==> config.mk <==
export PLATFORM = sky130hd
export DESIGN_NAME = hdmi_link_ctrl
export DESIGN_NICKNAME = d
export VERILOG_FILES = /design/src/rtl/hdmi_link_ctrl.sv
export SDC_FILE = /design/constraint.sdc
export NUM_CORES = 1
export LEC_CHECK = 0
export ABC_AREA = 1
export CORE_MARGIN = 10
export CORE_UTILIZATION = 25
export DETAILED_ROUTE_END_ITERATION = 10
export GPL_TIMING_DRIVEN = 0
export PLACE_DENSITY = 0.45
export SYNTH_ARGS = -nofsm -noshare
export SYNTH_HDL_FRONTEND = slang
export SYNTH_SLANG_ARGS = --single-unit
==> constraint.sdc <==
create_clock -name clk_pixel -period 2.3 [get_ports clk_pixel]
set_input_delay 0.46 -clock clk_pixel [delete_from_list [all_inputs] [get_ports clk_pixel]]
set_output_delay 0.46 -clock clk_pixel [all_outputs]
set_load 0.1 [all_outputs]
==> src/rtl/hdmi_link_ctrl.sv <==
// ============================================================================
// Module   : hdmi_link_ctrl
// Brief    : Bring-up/recovery sequencer for the TMDS serializer path
//            (pixel clock domain).
// Revision : 1.0 - initial release
// ============================================================================
`default_nettype none

module hdmi_link_ctrl #(
  parameter int NUM_CHANNELS  = 3,
  parameter int RESET_CYCLES  = 16,
  parameter int SETTLE_CYCLES = 1024,
  parameter int HPD_DEBOUNCE  = 65536
) (
  input  logic                      clk_pixel,
  input  logic                      reset_n,
  input  logic                      pll_locked,
  input  logic                      hpd,
  input  logic                      retrain,
  input  logic [NUM_CHANNELS*10-1:0] tmds_in,
  output logic [NUM_CHANNELS*10-1:0] tmds_out,
  output logic                      serializer_reset,
  output logic                      video_enable,
  output logic [1:0]                state_dbg,
  output logic [7:0]                lock_loss_count
);

  localparam int c_max_a = (RESET_CYCLES > SETTLE_CYCLES) ? RESET_CYCLES : SETTLE_CYCLES;
  localparam int c_max   = (c_max_a > HPD_DEBOUNCE) ? c_max_a : HPD_DEBOUNCE;
  localparam int CNT_W   = $clog2(c_max);

  localparam logic [CNT_W-1:0] c_rst_last = CNT_W'(RESET_CYCLES - 1);
  localparam logic [CNT_W-1:0] c_set_last = CNT_W'(SETTLE_CYCLES - 1);
  localparam logic [CNT_W-1:0] c_deb_last = CNT_W'(HPD_DEBOUNCE - 1);
  localparam logic [9:0]       c_ctrl     = 10'b1101010100;

  localparam logic [1:0] c_st_idle   = 2'b00;
  localparam logic [1:0] c_st_ser    = 2'b01;
  localparam logic [1:0] c_st_settle = 2'b10;
  localparam logic [1:0] c_st_active = 2'b11;

  logic                      r_lock_meta, r_lock_s, r_hpd_meta, r_hpd_s, r_hpd_deb;
  logic [CNT_W-1:0]          r_deb_cnt, r_cnt;
  logic [1:0]                r_state, w_state_nxt;
  logic                      w_link_ok, w_cnt_clr, w_lock_loss;
  logic                      w_ser_reset_nxt, w_video_nxt;
  logic [NUM_CHANNELS*10-1:0] w_tmds_nxt;
  logic [NUM_CHANNELS*10-1:0] r_tmds;
  logic                      r_ser_reset, r_video;
  logic [7:0]                r_lock_loss;

  // Synchronisers and HPD debounce; hpd_deb only follows hpd_s after it has
  // disagreed for HPD_DEBOUNCE consecutive cycles.
  always_ff @(posedge clk_pixel) begin
    if (!reset_n) begin
      r_lock_meta <= 1'b0;
      r_lock_s    <= 1'b0;
      r_hpd_meta  <= 1'b0;
      r_hpd_s     <= 1'b0;
      r_hpd_deb   <= 1'b0;
      r_deb_cnt   <= '0;
    end else begin
      r_lock_meta <= pll_locked;
      r_lock_s    <= r_lock_meta;
      r_hpd_meta  <= hpd;
      r_hpd_s     <= r_hpd_meta;
      if (r_hpd_s == r_hpd_deb) begin
        r_deb_cnt <= '0;
      end else if (r_deb_cnt == c_deb_last) begin
        r_hpd_deb <= r_hpd_s;
        r_deb_cnt <= '0;
      end else begin
        r_deb_cnt <= r_deb_cnt + 1'b1;
      end
    end
  end

  assign w_link_ok = r_lock_s && r_hpd_deb;

  // State register and shared cycle counter
  always_ff @(posedge clk_pixel) begin
    if (!reset_n) begin
      r_state <= c_st_idle;
      r_cnt   <= '0;
    end else begin
      r_state <= w_state_nxt;
      if (w_cnt_clr)
        r_cnt <= '0;
      else if (r_state == c_st_ser || r_state == c_st_settle)
        r_cnt <= r_cnt + 1'b1;
    end
  end

  // Next state: link loss beats retrain beats normal progression
  always_comb begin
    w_state_nxt = r_state;
    w_cnt_clr   = 1'b0;
    w_lock_loss = 1'b0;
    if (r_state != c_st_idle && !w_link_ok) begin
      w_state_nxt = c_st_idle;
      w_cnt_clr   = 1'b1;
      w_lock_loss = !r_lock_s;
    end else if (r_state != c_st_idle && retrain) begin
      w_state_nxt = c_st_ser;
      w_cnt_clr   = 1'b1;
    end else begin
      case (r_state)
        c_st_idle: if (w_link_ok) begin
          w_state_nxt = c_st_ser;
          w_cnt_clr   = 1'b1;
        end
        c_st_ser: if (r_cnt == c_rst_last) begin
          w_state_nxt = c_st_settle;
          w_cnt_clr   = 1'b1;
        end
        c_st_settle: if (r_cnt == c_set_last) begin
          w_state_nxt = c_st_active;
          w_cnt_clr   = 1'b1;
        end
        default: w_state_nxt = r_state;
      endcase
    end
  end

  // Outputs decoded from the state being entered so they line up with state_dbg
  always_comb begin
    w_ser_reset_nxt = (w_state_nxt == c_st_idle) || (w_state_nxt == c_st_ser);
    w_video_nxt     = (w_state_nxt == c_st_active);
  end

  generate
    for (genvar i = 0; i < NUM_CHANNELS; i++) begin : g_ch
      assign w_tmds_nxt[i*10 +: 10] = w_video_nxt ? tmds_in[i*10 +: 10] : c_ctrl;
    end
  endgenerate

  always_ff @(posedge clk_pixel) begin
    if (!reset_n) begin
      r_tmds      <= {NUM_CHANNELS{c_ctrl}};
      r_ser_reset <= 1'b1;
      r_video     <= 1'b0;
      r_lock_loss <= 8'd0;
    end else begin
      r_tmds      <= w_tmds_nxt;
      r_ser_reset <= w_ser_reset_nxt;
      r_video     <= w_video_nxt;
      if (w_lock_loss && r_lock_loss != 8'hFF)
        r_lock_loss <= r_lock_loss + 8'd1;
    end
  end

  assign tmds_out         = r_tmds;
  assign serializer_reset = r_ser_reset;
  assign video_enable     = r_video;
  assign state_dbg        = r_state;
  assign lock_loss_count  = r_lock_loss;

endmodule

`default_nettype wire

==> metrics.md, run 1 <==
| Metric | Value |
|---|---|
| Outcome | finished clean |
| Worst slew pin tran | between 1 and 1.5 ns |
| Die area | between 15000 and 20000 um2 |
| Port Buffer Count | 75 |
| Final setup fails | 0 |
| Fraction of layout cells with a size suffix above 1 | approximately a tenth |
| Unrepaired setup endpoints after global routing | false |
| Max-cap viol count | 0 |
| DR WL/cell | approximately 12 um |
| TritonCTS clock tree | done |
| # fillers | about 1400 |
| Final hold violation count | 0 |
| Mapped Avg Cell Area | 7.98 um2 |
| Final wirelength | slightly above 8000 um |
| Synth Net Count | between 400 and 500 |
| Max Freq | ~440 MHz |
| Worst path arrival time | about 1.8 ns |
| Finished Layout Cells | 693 |
| Critical Path RT | between 1.5 and 2 ns |
| CP cell instances | clkdlybuf4s50_1 |
| Root Driver | clkbuf_16 |
| Io pins | 77 |
| Register area share after synthesis | between 40% and 50% |
| Core Box Area | between 10000 and 15000 um2 |
| Largest net degree at the start of global routing | 13 |
| Worst-Skew Late Latency | between 0.3 and 0.4 ns |
| Initial drt markers | 74 |
| CTS HTree Levels | 3 |
| Placer congestion estimate | a little under 0.8 |
| Leakage | 0.00191 uW |
| Reg2Reg Depth | 10 |
| VDD IR max | between 300 and 400 uV |
| Remaining antenna violation count | 0 |
| Via count | around 2800 |
| Via density | 4.05 |
| CP Class | flip-flop to output port |
| Vias in the first global route | 2812 |
| Initial antenna violation count | 0 |
| Worst setup EP type | output port |
| CP delay by family, top | buffers and inverters |
| Worst r2r src | state_dbg[0] |
| First-pass GRT wire length | between 10000 and 15000 um |
| DIE HEIGHT | approximately 140 um |
| Hold path startpoint | r_lock_meta |
| Fin. max-slew vios | 0 |
| ANT cells | 0 |
| Most common flop cell mapped by yosys | dfxtp_1 |
| Final period util | between 90 and 100% |
| Synth Instances | 423 |
| WP buf/inv | 1 |
| Num Clock Sinks | approximately 80 |
| Synth-to-layout area growth | 38.0% |
| Worst-path clk slew | 0.06 ns |
| Crit path time final | between 2 and 2.5 ns |
| Post-synthesis cell area | around 3400 um2 |
| Post-synth EDFFs | 0 |
| PD cells | ~600 nW/um2 |
| Hold Crit Class | flip-flop to flip-flop |
| Die span in x | approximately 140 um |
| Crit. Startpoint | tmds_out[22] |
| TNS Setup | 0 ns |
| Yosys cell types | 32 |
| Yosys reg bits | just under 80 |
| Cts hold-fix bufs | 0 |
| Crit-path max FO | 1 |
| Detailed placement HPWL | a little over 6000 um |
| Nets | between 500 and 600 |
| Clock buffer depth | 2 |
| Post-synthesis async set-or-reset flop share | 0% |
| CP startpoint kind | flip-flop |
| Placed insts | just under 700 |
| Setup Skew | about 0.0039 ns |
| CTS Buf Count | 9 |
| Starting Density | between 20 and 30% |
| Highest-delay cell along the critical path | clkdlybuf4s50_1 |
| GR Util All Layers | 8.96% |
| WHS Path Cells | 2 |
| Worst path depth | 1 |
| Slew Limit Headroom | roughly 31% |
| Rows | between 40 and 50 |
| Residual DRC count | 0 |
| Yosys warning total | 0 |
| DRT Pass-1 Iters | 4 |
| Grt total ovfl | 0 |
| Crit path largest cell delay | 1.14 ns |
[tightest hold or removal path, stage by stage, from the launching register on]
cell and delay (ns):
dfxtp_1 0.30, nand2_1 0.04, inv_1 0.04
[cells by family (layout without fill, tap and decap cells)]
family | after synthesis | in the layout | share of synthesized area [%]
adder cells (fa/ha/maj) | 8 | 8 | 2.97
AO/OA/AOI/OAI | 27 | 27 | 4.89
buffers and inverters | 83 | 177 | 9.97
flip-flops | 79 | 79 | 46.9
AND/OR/NAND/NOR | 205 | 205 | 29.8
XOR/XNOR | 21 | 21 | 5.45
[per-layer routing]
layer	part of all wire [%]	global-route usage [%]	wire, um
met1	45	10.6	3660
met2	43	13.1	3450
met3	10	5.24	844
met4	1.3	3.37	108
met5	0	0	0
[per-stage QoR]
| step | util (%) | hold WS, ns | setup WS (ns) | instance area [um2] | power, uW |
|---|---|---|---|---|---|
| 5_1_grt | 35.2 | 0.435 | 0.000961 | 4660 | 2910 |
| 3_5_place_dp | 32.9 | 0.399 | 0.123 | 4350 | 1500 |
| 6_report | 35.2 | 0.411 | 0.0465 | 4660 | 2800 |
| 4_1_cts | 34.9 | 0.413 | 0.0118 | 4620 | 2850 |
| 3_3_place_gp | 32.9 | 0.396 | 0.159 | 4350 | 1500 |
| 2_1_floorplan | - | 0.390 | 0.0456 | 3380 | 1440 |
[flip-flops by register name, indices dropped and copies added (netlist names), 2 cells and up]
name	count
lock_loss_count	8
r_cnt	16
r_deb_cnt	16
state_dbg	2
tmds_out	30
[power by group]
group | internal [uW] | switching [uW]
Clock | 787 | 536
Sequential | 1370 | 1.60
Combinational | 61.6 | 40.2
[cell type report]
| cell class | instances | area, um2 | area share [%] |
|---|---|---|---|
| Timing Repair Buffer | 78 | 773 | 16.6 |
| Clock buffer | 13 | 260 | 5.59 |
| Tap cell | 176 | 220 | 4.73 |
| Buffer | 7 | 51.3 | 1.10 |
| Clock inverter | 3 | 17.5 | 0.376 |
| Multi-Input combinational cell | 261 | 1460 | 31.4 |
| Inverter | 76 | 285 | 6.13 |
| Sequential cell | 79 | 1590 | 34.1 |
[layout by cell type (no fill, tap or decap), drive strengths merged]
cell type,n
dlygate4sd2,10
buf,9
nand4,19
dlymetal6s2s,5
nor3,13
nand3,18
xor2,13
dfxtp,79
nor4,4
nor3b,5
o31ai,1
nor2,69
or2,4
a31oi,1
ha,8
and2,1
clkbuf,14
o221ai,1
clkdlybuf4s50,60
a21oi,17
xnor2,8
o21ai,7
clkinv,2
inv,76
nand2,72
clkinvlp,1
[cell usage after synthesis, types with 2 or more instances]
library cell | n | share of area [%]
nor3_1 | 12 | 1.8
xor2_1 | 13 | 3.4
or2_2 | 3 | 0.56
nor2_1 | 58 | 6.5
buf_2 | 4 | 0.59
nand2_1 | 68 | 7.6
nand4_1 | 19 | 3.5
dfxtp_1 | 79 | 47
nand2_2 | 4 | 0.74
inv_1 | 73 | 8.1
inv_2 | 3 | 0.33
a21oi_4 | 2 | 0.96
a21oi_1 | 15 | 2.2
nor2_4 | 10 | 3.3
o21ai_0 | 7 | 1.0
nor4_1 | 4 | 0.74
ha_1 | 8 | 3.0
nand3_1 | 16 | 2.4
xnor2_1 | 8 | 2.1
nor3b_1 | 5 | 1.1
[final timing paths]
path              slack (ns)           end
hold / removal          0.41      r_lock_s
hold reg to reg         0.41      r_lock_s
setup / recovery        0.05  tmds_out[22]
setup reg to reg        0.23     r_cnt[12]
[what timing repair did]
| action | CTS | global route |
|---|---|---|
| gates cloned | 0 | 0 |
| endpoints found under the setup margin | 10 | 9 |
| gates resized for setup | 10 | 6 |
| pin swaps | 0 | 1 |
| setup buffers | 0 | 3 |
(Power assumes the default switching activity.)
==> inputs of run 2 (changes only) <==
--- a/config.mk
+++ b/config.mk
@@ -6,11 +6,12 @@
 export NUM_CORES = 1
 export LEC_CHECK = 0
 export ABC_AREA = 1
-export CORE_MARGIN = 10
+export CORE_MARGIN = 2
 export CORE_UTILIZATION = 25
 export DETAILED_ROUTE_END_ITERATION = 10
 export GPL_TIMING_DRIVEN = 0
 export PLACE_DENSITY = 0.45
+export SETUP_SLACK_MARGIN = 0.3
 export SYNTH_ARGS = -nofsm -noshare
 export SYNTH_HDL_FRONTEND = slang
 export SYNTH_SLANG_ARGS = --single-unit
==> run 2 against run 1 <==
Effect of this change: critical path depth stayed put; combinational power is essentially flat; design area increased by 2.1%; die area decreased by 22%; largest power group is now the clock network; clock skew up 0.00059 ns; utilization rose by 0.89 points; final cell count rose by 0.72%.
==> metrics.md, run 2 (synthesis gave the netlist of run 1 again) <==
| Metric | Value |
|---|---|
| TNS Setup | 0 ns |
| ANT cells | 0 |
| Die span in x | 120 um |
| Final wirelength | between 7000 and 8000 um |
| First-pass GRT wire length | 13400 um |
| Placer congestion estimate | approximately 0.74 |
| WHS Path Cells | 2 |
| FF-to-FF End | tmds_out[15] |
| Reg2Reg Depth | 9 |
| Hold endpoint | r_hpd_s |
| Synth-to-layout area growth | 40.9% |
| Worst slew pin tran | roughly 1.0 ns |
| DIE HEIGHT | 120 um |
| Unrepaired setup endpoints after global routing | true |
| Clock buffer depth | 2 |
| Crit path time final | roughly 2.0 ns |
| Sequential Power Share | a little under half |
| GR Layer Usage met2 | 18.7% |
| Slew Limit Headroom | 33.7% |
| DRT Pass-1 Iters | 4 |
| CTS Buf Count | 9 |
| Via count | about 2800 |
| Worst hold slack | approximately 0.41 ns |
| P_int | between 2000 and 2500 uW |
| Io pins | 77 |
| Die area | ~14000 um2 |
| Worst setup EP type | output port |
| Hold path startpoint | r_hpd_meta |
| Post-DP Area | 4360 um2 |
| Sw power | around 600 uW |
| Leakage | roughly 0.0019 uW |
| WP buf/inv | 1 |
| Final period util | between 80 and 90% |
| GR Util All Layers | between 10% and 20% |
| Initial drt markers | a little under 80 |
| Crit path largest cell delay | roughly 0.86 ns |
| Grt total ovfl | 0 |
| Fraction of layout cells with a size suffix above 1 | about 15% |
| Core Box Area | roughly 13000 um2 |
| CP startpoint kind | flip-flop |
| Remaining antenna violation count | 0 |
| Worst r2r src | state_dbg[0] |
| Starting Density | between 20 and 30% |
| Final Cell Area | roughly 4800 um2 |
| Rows | between 40 and 50 |
| Setup ws final | approximately 0.34 ns |
| Sw Share | about a fifth |
| Setup Skew | roughly 0.0045 ns |
| Residual DRC count | 0 |
| VDD IR max | between 200 and 300 uV |
| Hold Crit Class | flip-flop to flip-flop |
| Outcome | finished clean |
| Initial antenna violation count | 0 |
| Vias in the first global route | about 2800 |
| Max Freq | roughly 500 MHz |
| Met3 usage | under 10% |
| Port Buffer Count | between 70 and 80 |
| Commonest cells after routing, fill and taps aside | 73 x inv_1, 71 x dfxtp_1, 68 x nand2_1 |
| Nets | 560 |
| Root Driver | clkbuf_16 |
| CP delay by family, top | buffers and inverters |
| Largest net degree at the start of global routing | 14 |
| Largest register FFs | 30 |
| Most Crowded Layer GR | met2 |
| CP Class | flip-flop to output port |
| CTS HTree Levels | 3 |
| Cts hold-fix bufs | 0 |
| Comb pwr share | 3.5% |
| Critical Path RT | around 1.8 ns |
| Detailed placement HPWL | approximately 5700 um |
| Clock Power Share | between 40% and 50% |
| Crit-path max FO | 1 |
| CP cell instances | dlygate4sd2_1 |
| Most common cell after layout, fill and taps aside | inv_1 |
| PD cells | roughly 600 nW/um2 |
| Final setup fails | 0 |
| DR WL/cell | between 10 and 15 um |
| Worst path arrival time | 1.50 ns |
| Final hold violation count | 0 |
| Worst-path clk slew | 0.06 ns |
| Via density | approximately 4.1 |
| Highest-delay cell along the critical path | dlygate4sd2_1 |
| Max-cap viol count | 0 |
| Setup WS pre-CTS | 0.171 ns |
| R2r setup slk | around 0.4 ns |
| TritonCTS clock tree | done |
| Worst-Skew Late Latency | 0.33 ns |
| Met1 Use GR | approximately 14% |
| Fin. max-slew vios | 0 |
| Num Clock Sinks | between 70 and 80 |
## run 2: cell count changes in the layout (fill, tap and decap cells not counted), sizes merged
cell | before | now
clkdlybuf4s50 | 60 | 33
clkinvlp | 1 | 2
clkdlybuf4s15 | 0 | 25
bufinv | 0 | 1
buf | 9 | 13
clkbuf | 14 | 15
dlymetal6s2s | 5 | 0
dlygate4sd2 | 10 | 15
## run 2: metrics by stage
stage | total power (uW) | utilization, % | instances
after CTS | 2920 | 35.4 | 694
after global routing | 2990 | 36.0 | 698
after floorplan | 1440 | - | 423
after global placement | 1500 | 33.1 | 674
after detailed placement | 1500 | 33.1 | 674
final | 2870 | 36.0 | 698
## run 2: what timing repair did
item / 4_1_cts / 5_1_grt
setup buffers: 4 / 4
endpoints found under the setup margin: 75 / 57
pin swaps: 2 / 2
hold endpoints to repair: 0 / 0
gates resized for setup: 63 / 31
## run 2: power by group through the flow
stage          sequential [uW]  combinational [uW]  clock [uW]
3_3_place_gp              1400                99.7           0
2_1_floorplan             1400                34.4           0
4_1_cts                   1370                 101        1450
3_5_place_dp              1400                99.5           0
5_1_grt                   1370                 110        1510
6_report                  1370                 100        1390
## run 2: how the worst max path moves through the flow
stage	from	to	slack [ns]	cells after the start
after detailed placement	state_dbg[0]	r_cnt[7]	0.17	7
after global placement	reset_n	r_cnt[5]	0.18	6
after floorplan	state_dbg[0]	r_cnt[14]	0.24	10
after CTS	lock_loss_count[6]	lock_loss_count[6]	0.20	1
after global routing	state_dbg[0]	tmds_out[15]	0.24	9
final	tmds_out[26]	tmds_out[26]	0.34	1
## run 2: layer usage
layer | share of wire [%] | vias to the layer above
met4 | 1.7 | 0
met1 | 46 | 1268
met3 | 4.8 | 8
met2 | 48 | 50
li1 | - | 1510
met5 | 0 | -
## run 2: cell type report
type	count	area [um2]
fillers	1387	8440
flip-flops and latches	79	1600
multi-input cells	261	1510
repair buffers	83	792
inverters	76	285
clock buffers	11	233
well taps	176	220
plain buffers	7	60.1
clock inverters	5	58.8
